`config.mk`:
```
export PLATFORM = sky130hd
export DESIGN_NAME = pipelined_segmented_addsub
export DESIGN_NICKNAME = d
export VERILOG_FILES = /design/src/rtl/pipelined_segmented_addsub.sv
export SDC_FILE = /design/constraint.sdc
export NUM_CORES = 1
export LEC_CHECK = 0
export CAP_MARGIN = 10
export CORE_MARGIN = 5
export CORE_UTILIZATION = 56
export CTS_BUF_LIST = sky130_fd_sc_hd__clkbuf_4
export DETAILED_ROUTE_END_ITERATION = 8
export PLACE_DENSITY = 0.82
export SYNTH_ARGS = -nofsm -noshare
export SYNTH_HDL_FRONTEND = slang
export SYNTH_SLANG_ARGS = --single-unit
```
`constraint.sdc`:
```
create_clock -name clk -period 2.67 [get_ports clk]
set_input_delay 0.534 -clock clk [delete_from_list [all_inputs] [get_ports clk]]
set_output_delay 0.534 -clock clk [all_outputs]
set_load 0.02 [all_outputs]
```
`src/rtl/pipelined_segmented_addsub.sv`:
```
// Unsigned WIDTH-bit add/subtract whose carry chain is split across STAGES
// registered segments, with valid/ready flow control on both ports.
module pipelined_segmented_addsub #(
    parameter int WIDTH  = 24,
    parameter int STAGES = 3,
    parameter int TAG_W  = 4
) (
    input  logic             clk,
    input  logic             rst,
    input  logic             in_valid,
    output logic             in_ready,
    input  logic [WIDTH-1:0] in_a,
    input  logic [WIDTH-1:0] in_b,
    input  logic             in_sub,
    input  logic [TAG_W-1:0] in_tag,
    output logic             out_valid,
    input  logic             out_ready,
    output logic [WIDTH:0]   out_sum,
    output logic [TAG_W-1:0] out_tag
);
    localparam int SEG  = (WIDTH + STAGES - 1) / STAGES;
    localparam int LAST = STAGES - 1;

    function automatic logic [WIDTH-1:0] seg_mask(input int lo, input int hi);
        logic [WIDTH-1:0] m;
        m = '0;
        for (int i = 0; i < WIDTH; i++) begin
            if (i >= lo && i < hi) m[i] = 1'b1;
        end
        return m;
    endfunction

    logic [STAGES-1:0] stage_load;
    logic              stage_valid [STAGES];
    logic              stage_carry [STAGES];
    logic              stage_sub   [STAGES];
    logic [WIDTH-1:0]  stage_a     [STAGES];
    logic [WIDTH-1:0]  stage_b     [STAGES];
    logic [WIDTH-1:0]  stage_s     [STAGES];
    logic [TAG_W-1:0]  stage_tag   [STAGES];

    // Handshake: a word moves across a boundary on an edge where the sender
    // holds valid and the receiver shows ready. A stage loads when empty or
    // when its own word leaves on the same edge, so ready ripples upstream
    // combinationally from out_ready and bubbles are squeezed out.
    always_comb begin : p_load
        logic take;
        take       = out_ready;
        stage_load = '0;
        for (int k = STAGES - 1; k >= 0; k--) begin
            stage_load[k] = !stage_valid[k] || take;
            take          = stage_load[k];
        end
    end

    assign in_ready = stage_load[0];

    for (genvar k = 0; k < STAGES; k++) begin : g_stage
        localparam int LO = k * SEG;
        localparam int HI = (LO + SEG > WIDTH) ? WIDTH : LO + SEG;

        logic             src_valid;
        logic             src_carry;
        logic             src_sub;
        logic [WIDTH-1:0] src_a;
        logic [WIDTH-1:0] src_b;
        logic [WIDTH-1:0] src_s;
        logic [TAG_W-1:0] src_tag;
        logic [WIDTH-1:0] next_s;
        logic             next_carry;

        if (k == 0) begin : g_head
            // Subtraction is A + ~B + 1: invert B once and seed the carry.
            assign src_valid = in_valid;
            assign src_carry = in_sub;
            assign src_sub   = in_sub;
            assign src_a     = in_a;
            assign src_b     = in_sub ? ~in_b : in_b;
            assign src_s     = '0;
            assign src_tag   = in_tag;
        end else begin : g_tail
            assign src_valid = stage_valid[k-1];
            assign src_carry = stage_carry[k-1];
            assign src_sub   = stage_sub[k-1];
            assign src_a     = stage_a[k-1];
            assign src_b     = stage_b[k-1];
            assign src_s     = stage_s[k-1];
            assign src_tag   = stage_tag[k-1];
        end

        if (LO < WIDTH) begin : g_seg
            localparam logic [WIDTH-1:0] MASK = seg_mask(LO, HI);
            logic [WIDTH:0] seg_sum;

            assign seg_sum    = {1'b0, src_a & MASK} + {1'b0, src_b & MASK}
                              + ({{WIDTH{1'b0}}, src_carry} << LO);
            assign next_s     = src_s | (seg_sum[WIDTH-1:0] & MASK);
            assign next_carry = |(seg_sum >> HI);
        end else begin : g_pass
            assign next_s     = src_s;
            assign next_carry = src_carry;
        end

        always_ff @(posedge clk) begin
            if (rst) begin
                stage_valid[k] <= 1'b0;
                stage_carry[k] <= 1'b0;
                stage_sub[k]   <= 1'b0;
                stage_a[k]     <= '0;
                stage_b[k]     <= '0;
                stage_s[k]     <= '0;
                stage_tag[k]   <= '0;
            end else if (stage_load[k]) begin
                stage_valid[k] <= src_valid;
                if (src_valid) begin
                    stage_carry[k] <= next_carry;
                    stage_sub[k]   <= src_sub;
                    stage_a[k]     <= src_a;
                    stage_b[k]     <= src_b;
                    stage_s[k]     <= next_s;
                    stage_tag[k]   <= src_tag;
                end
            end
        end
    end

    // For subtraction the top bit reports a borrow, the inverse of the carry.
    assign out_valid = stage_valid[LAST];
    assign out_sum   = {stage_carry[LAST] ^ stage_sub[LAST], stage_s[LAST]};
    assign out_tag   = stage_tag[LAST];

endmodule

```
==> results.md, run 1 <==
- Commonest cells after routing, fill and taps aside: edfxtp_1 (117), clkdlybuf4s50_1 (87), and2_1 (74), nor2_1 (36), ha_1 (35)
- Layout Nets: 642
- Max FO, Critical Path: 5
- Grt ovf: 0
- #FFs+latches synth: 117
- Worst VDD drop: 0.2630 mV
- Worst setup EP type: output pin
- Post-Syn Nets: 531
- RSZ-0062 raised after global routing: false
- Sequential standard cell area: 3513 µm²
- Footprint of the multi-input gates: 2111 µm²
- CTS tree: done
- Final period utilization: 0.9478
- Initial antenna violation count: 1
- WP buf/inv: 3
- Routability Congestion: 0.7743
- Commonest non-fill, non-tap cell in the layout: edfxtp_1
- Slew headroom: 0.3410
- Post-CTS setup buffers: 0
- DR vias/cell: 4.973
- DIE AREA: 12470 µm²
- HP Class: reg2reg
- DRC violations left: 0
- Critical path's top delay family: buffers and inverters
- Die width: 111.7 µm
- Vias in the first global route: 3630
- CP dominant cell by count: clkdlybuf4s50_1
- DR WL/cell: 13.92 µm
- Worst skew pair latency: 500 ps
- Pins Over Slew Limit: 0
- Final setup viols: 0
- Pwr dens: 560.7 nW/µm²
- Register area share after synthesis: 0.6067
- Setup_tns: 0 ps
- Pin count of the biggest net entering global routing: 47
- First-pass GRT wire length: 17.12 mm
- Post-DP HPWL: 7.413 mm
- All-Layer GR Usage: 0.1720
- Post-route minimum period: 2531 ps
- Area Overhead vs Synth: 23.79%
- Initial core utilization: 0.5686
- Worst Skew: 19.11 ps
- Status: completed
- Crit-path cells: clkdlybuf4s50_1, and4b_4, inv_1, clkdlybuf4s50_1
- Drt first-iter violations: 138
- Leakage: 2.871 nW
- Filler Cell Count: 735
- Cells after Synth: 434
- Core area: 10180 µm²
- Synthesized area per cell: 13.34 µm²
- CP peak stage delay: 540 ps
- Die Y: 111.7 µm
- Via count: 3456
- CTS Root Cell: clkbuf_4
- Critical path data arrival time: 2000 ps
- YS warnings: 0
- Worst-Margin Slew: 988.5 ps
- FP Rows: 37
- Final Hold Vio Count: 0
- Setup CP Type: in2out
- Post-Syn Area: 5791 µm²
- Critical Path RT: 2140 ps
- I/O Pins: 88
- Worst path slowest cell: clkdlybuf4s50_1
- I/O Buffers: 87
- CTS Sinks: 117
- DRT antenna net count: 0
- Share of post-route cells with drive strength above 1: 0.1022
- Total wire length: 9.671 mm
- Crit path launch type: input pin
- Library cells used by synthesis: 47
- Clock Path Buffers: 2
- Worst-path clk slew: 90 ps
- First-pass DRT Iterations: 5
- Max_cap viols: 0
- H-tree Lvls: 4
- Max Freq: 395.2 MHz
- Number of buffers created by CTS: 17
- Util after Layout: 0.7038
-- worst paths after layout --
kind | cells after the start | slack [ps] | endpoint | start
worst min register to register | 1 | 530 | stage_s[2][9] | stage_s[1][9]
worst max register to register | 10 | 140 | stage_s[1][15] | stage_carry[0]
worst min-delay path | 1 | 530 | stage_s[2][9] | stage_s[1][9]
worst max-delay path | 4 | 140 | in_ready | out_ready
-- final cells by class --
type / count / share of cell area
sequential: 117 / 0.4901
multi-input combinational: 280 / 0.2945
inverter: 24 / 0.01292
tap: 136 / 0.02374
clock inverter: 10 / 0.01501
clock buffer: 22 / 0.02304
timing repair buffer: 105 / 0.1403
antenna: 1 / 0.0003491
-- logic make-up (layout without fill, tap and decap cells) --
group,Yosys count,after routing,synth area share
compound gates,43,43,0.05769
xor+xnor,29,29,0.04386
fa+ha+maj,40,40,0.09291
buf+inv,37,161,0.03068
flops,117,117,0.6067
mux,5,5,0.009507
other cells,0,1,0
simple gates,163,163,0.1586
-- stage by stage --
stage / power [mW] / instances / cell area [µm²] / hold WS, ps / setup slack, ps
finish: 4.019 / 695 / 7168 / 529.0 / 139.4
global route: 4.229 / 695 / 7168 / 547.9 / 38.18
CTS: 4.053 / 694 / 7156 / 526.9 / 57.12
detailed placement: 2.861 / 662 / 6883 / 503.8 / -202.2
global placement: 2.835 / 662 / 6883 / 500.1 / -113.6
floorplan: 2.604 / 434 / 5791 / 496.7 / 213.0
-- sequential cells by signal, indices dropped and copies added, names as in the netlist --
register and count:
stage_b 24, stage_carry 3, stage_tag 12, stage_valid 3, stage_s 48, stage_a 24
stage_sub 3
-- what timing repair did --
item,in CTS,in global routing
hold buffers,0,0
endpoints found under the setup margin,0,2
gates resized for setup,0,2
-- Yosys cell counts, drive strengths merged --
cell,number,area (µm²)
inv,24,92.59
clkbuf,3,11.26
and4,1,8.760
o31a,3,26.28
a211oi,8,65.06
and3,2,12.51
nor4b,2,17.52
o21bai,2,15.01
or3,1,6.260
nand3b,1,7.510
nand4,1,6.260
nor3b,3,22.52
nand4b,1,8.760
and3b,1,8.760
xnor2,19,166.4
o21ai,6,30.03
and2,74,462.9
nand2,10,40.04
nand3,2,10.01
o311ai,1,8.760
nor2b,8,50.05
o2111ai,2,17.52
a2111oi,1,27.53
mux2i,4,40.04
fa,5,100.1
edfxtp,117,3513
xor2,10,87.58
or2,1,6.260
mux2,1,15.01
and4b,1,13.76
o21a,5,37.54
a21o,8,60.06
o211ai,1,7.510
nand2b,9,56.30
ha,35,437.9
o31ai,2,15.01
a21oi,3,15.01
o32ai,1,8.760
nor2,36,135.1
buf,10,73.81
nor3,9,45.04
-- per-layer routing --
layer,up-vias,wire length (µm),track usage
li1,1763,-,-
met1,1580,4334,0.2196
met2,99,4608,0.2726
met3,14,563,0.05435
met4,0,165,0.07299
met5,-,0,0
-- power breakdown --
part / internal, mW / switching (mW)
Clock: 0.598 / 0.595
Combinational: 0.316 / 0.319
Sequential: 2.16 / 0.0343
Total: 3.07 / 0.948
No activity file was read; power rests on OpenSTA's default activity.
==> run 2, diff against run 1 <==
--- a/config.mk
+++ b/config.mk
@@ -11,6 +11,9 @@
 export CTS_BUF_LIST = sky130_fd_sc_hd__clkbuf_4
 export DETAILED_ROUTE_END_ITERATION = 8
 export PLACE_DENSITY = 0.82
+export SETUP_SLACK_MARGIN = 0.1
+export SKIP_LAST_GASP = 1
+export SLEW_MARGIN = 20
 export SYNTH_ARGS = -nofsm -noshare
 export SYNTH_HDL_FRONTEND = slang
 export SYNTH_SLANG_ARGS = --single-unit
==> run 2 against run 1 <==
Via count about the same. Final cell count unchanged. Die area unchanged. Hold slack improved by 3.4 ps. Global-route usage unchanged. Count of clock-buffer cells in the layout unchanged. Critical path type is now reg2reg.
==> results.md, run 2 (synthesis gave the netlist of run 1 again) <==
- Worst-path clk slew: 100 ps
- Post-route setup slack: 209.8 ps
- Worst skew pair latency: 500 ps
- H-tree Lvls: 4
- Top reg by flops: stage_s
- DR WL/cell: 14.03 µm
- Worst Skew: 18.71 ps
- Crit path launch type: flip-flop
- RSZ-0062 raised after global routing: false
- Max Freq: 406.5 MHz
- Post-route minimum period: 2460 ps
- Grt ovf: 0
- All-Layer GR Usage: 0.1720
- Pins Over Slew Limit: 0
- Max FO, Critical Path: 3
- Worst VDD drop: 0.2634 mV
- Max_cap viols: 0
- Commonest non-fill, non-tap cell in the layout: edfxtp_1
- Number of buffers created by CTS: 17
- First-pass DRT Iterations: 4
- Total wire length: 9.752 mm
- Core area: 10180 µm²
- Share of post-route cells with drive strength above 1: 0.1057
- Commonest cells after routing, fill and taps aside: edfxtp_1 (117), clkdlybuf4s50_1 (86), and2_1 (74), nor2_1 (36), ha_1 (34)
- Layout Nets: 642
- Worst-Margin Slew: 989.3 ps
- Dpl ws: -202.2 ps
- Filler Cell Count: 737
- Layout Cells excl Fill: 695
- DIE AREA: 12470 µm²
- Final setup viols: 0
- Initial core utilization: 0.5686
- CTS Root Cell: clkbuf_4
- Routability Congestion: 0.7743
- Setup CP Type: reg2reg
- Leakage: 2.869 nW
- Via count: 3453
- Die Y: 111.7 µm
- Cell count after placement: 662
- Post-CTS setup buffers: 0
- Final Hold Vio Count: 0
- First-pass GRT wire length: 17.12 mm
- Area Overhead vs Synth: 23.92%
- Worst setup EP type: flip-flop
- Pin count of the biggest net entering global routing: 47
- HP Class: reg2reg
- Die width: 111.7 µm
- CTS tree: done
- FP Rows: 37
- Post-DP HPWL: 7.413 mm
- Clock Path Buffers: 2
- Status: completed
- Final period utilization: 0.9214
- Initial antenna violation count: 1
- Drt first-iter violations: 154
- DR vias/cell: 4.968
- DRT antenna net count: 0
- Max FFs per register: 48
- I/O Buffers: 87
- I/O Pins: 88
- Critical Path RT: 3010 ps
- Critical path data arrival time: 2800 ps
- CTS Sinks: 117
- Vias in the first global route: 3630
- Pwr dens: 560.8 nW/µm²
- Slew headroom: 0.3405
- DRC violations left: 0
- # hold bufs at CTS: 0
- Top flop regs: stage_s x48, stage_a x24, stage_b x24
-- run 2: cell count changes in the layout (fill, tap and decap cells not counted) --
cell | previous run | this run
clkdlybuf4s50_1 | 87 | 86
dlymetal6s2s_1 | 0 | 1
fa_1 | 5 | 4
fa_2 | 0 | 1
ha_1 | 35 | 34
ha_2 | 0 | 1
-- run 2: worst max-delay path: stages (launching register included) --
cell and delay, ps:
edfxtp_1 380, inv_1 80, fa_1 430, inv_1 90, ha_2 200, inv_1 50
fa_2 340, nand2b_1 180, a21o_1 180, and4_1 200, a211oi_2 160
-- run 2: where the power goes --
part	total (mW)	switching, mW	internal (mW)
clock	1.20	0.598	0.598
sequential	2.19	0.0342	2.16
combinational	0.637	0.320	0.317
-- run 2: cell type report --
| cell class | count | area (µm²) | area share |
|---|---|---|---|
| inverters | 24 | 92.59 | 0.01290 |
| flip-flops and latches | 117 | 3513 | 0.4896 |
| clock buffers | 22 | 165.2 | 0.02302 |
| diodes | 1 | 2.502 | 0.0003487 |
| repair buffers | 105 | 1008 | 0.1405 |
| well taps | 136 | 170.2 | 0.02371 |
| multi-input cells | 280 | 2116 | 0.2949 |
| clock inverters | 10 | 107.6 | 0.01500 |
-- run 2: path summary, 6_finish.rpt --
path	startpoint	slack, ps	endpoint	cells past startpoint
worst min register to register	stage_s[1][9]	530	stage_s[2][9]	1
worst min-delay path	stage_s[1][9]	530	stage_s[2][9]	1
worst max register to register	stage_carry[0]	210	stage_carry[1]	10
worst max-delay path	stage_carry[0]	210	stage_carry[1]	10
-- run 2: per-stage QoR --
stage	setup TNS, ps	total power [mW]	area (µm²)	hold slack, ps	utilization
3_3_place_gp	-320.2	2.835	6883	500.1	0.6758
3_5_place_dp	-695.9	2.861	6883	503.8	0.6758
5_1_grt	0	4.232	7176	547.9	0.7045
6_report	0	4.024	7176	532.4	0.7045
2_1_floorplan	0	2.604	5791	496.7	-
4_1_cts	0	4.056	7166	526.9	0.7036
-- run 2: metal layers --
| metal | global-route usage | routed length [µm] | vias to the layer above |
|---|---|---|---|
| met2 | 0.2726 | 4699 | 109 |
| met5 | 0 | 0 | - |
| met3 | 0.05435 | 601 | 10 |
| met4 | 0.07299 | 148 | 0 |
| li1 | - | - | 1761 |
| met1 | 0.2196 | 4302 | 1573 |
-- run 2: timing repair --
| item | 4_1_cts | 5_1_grt |
|---|---|---|
| setup endpoints to repair | 2 | 3 |
| gates cloned | 0 | 0 |
| gates resized for setup | 2 | 3 |
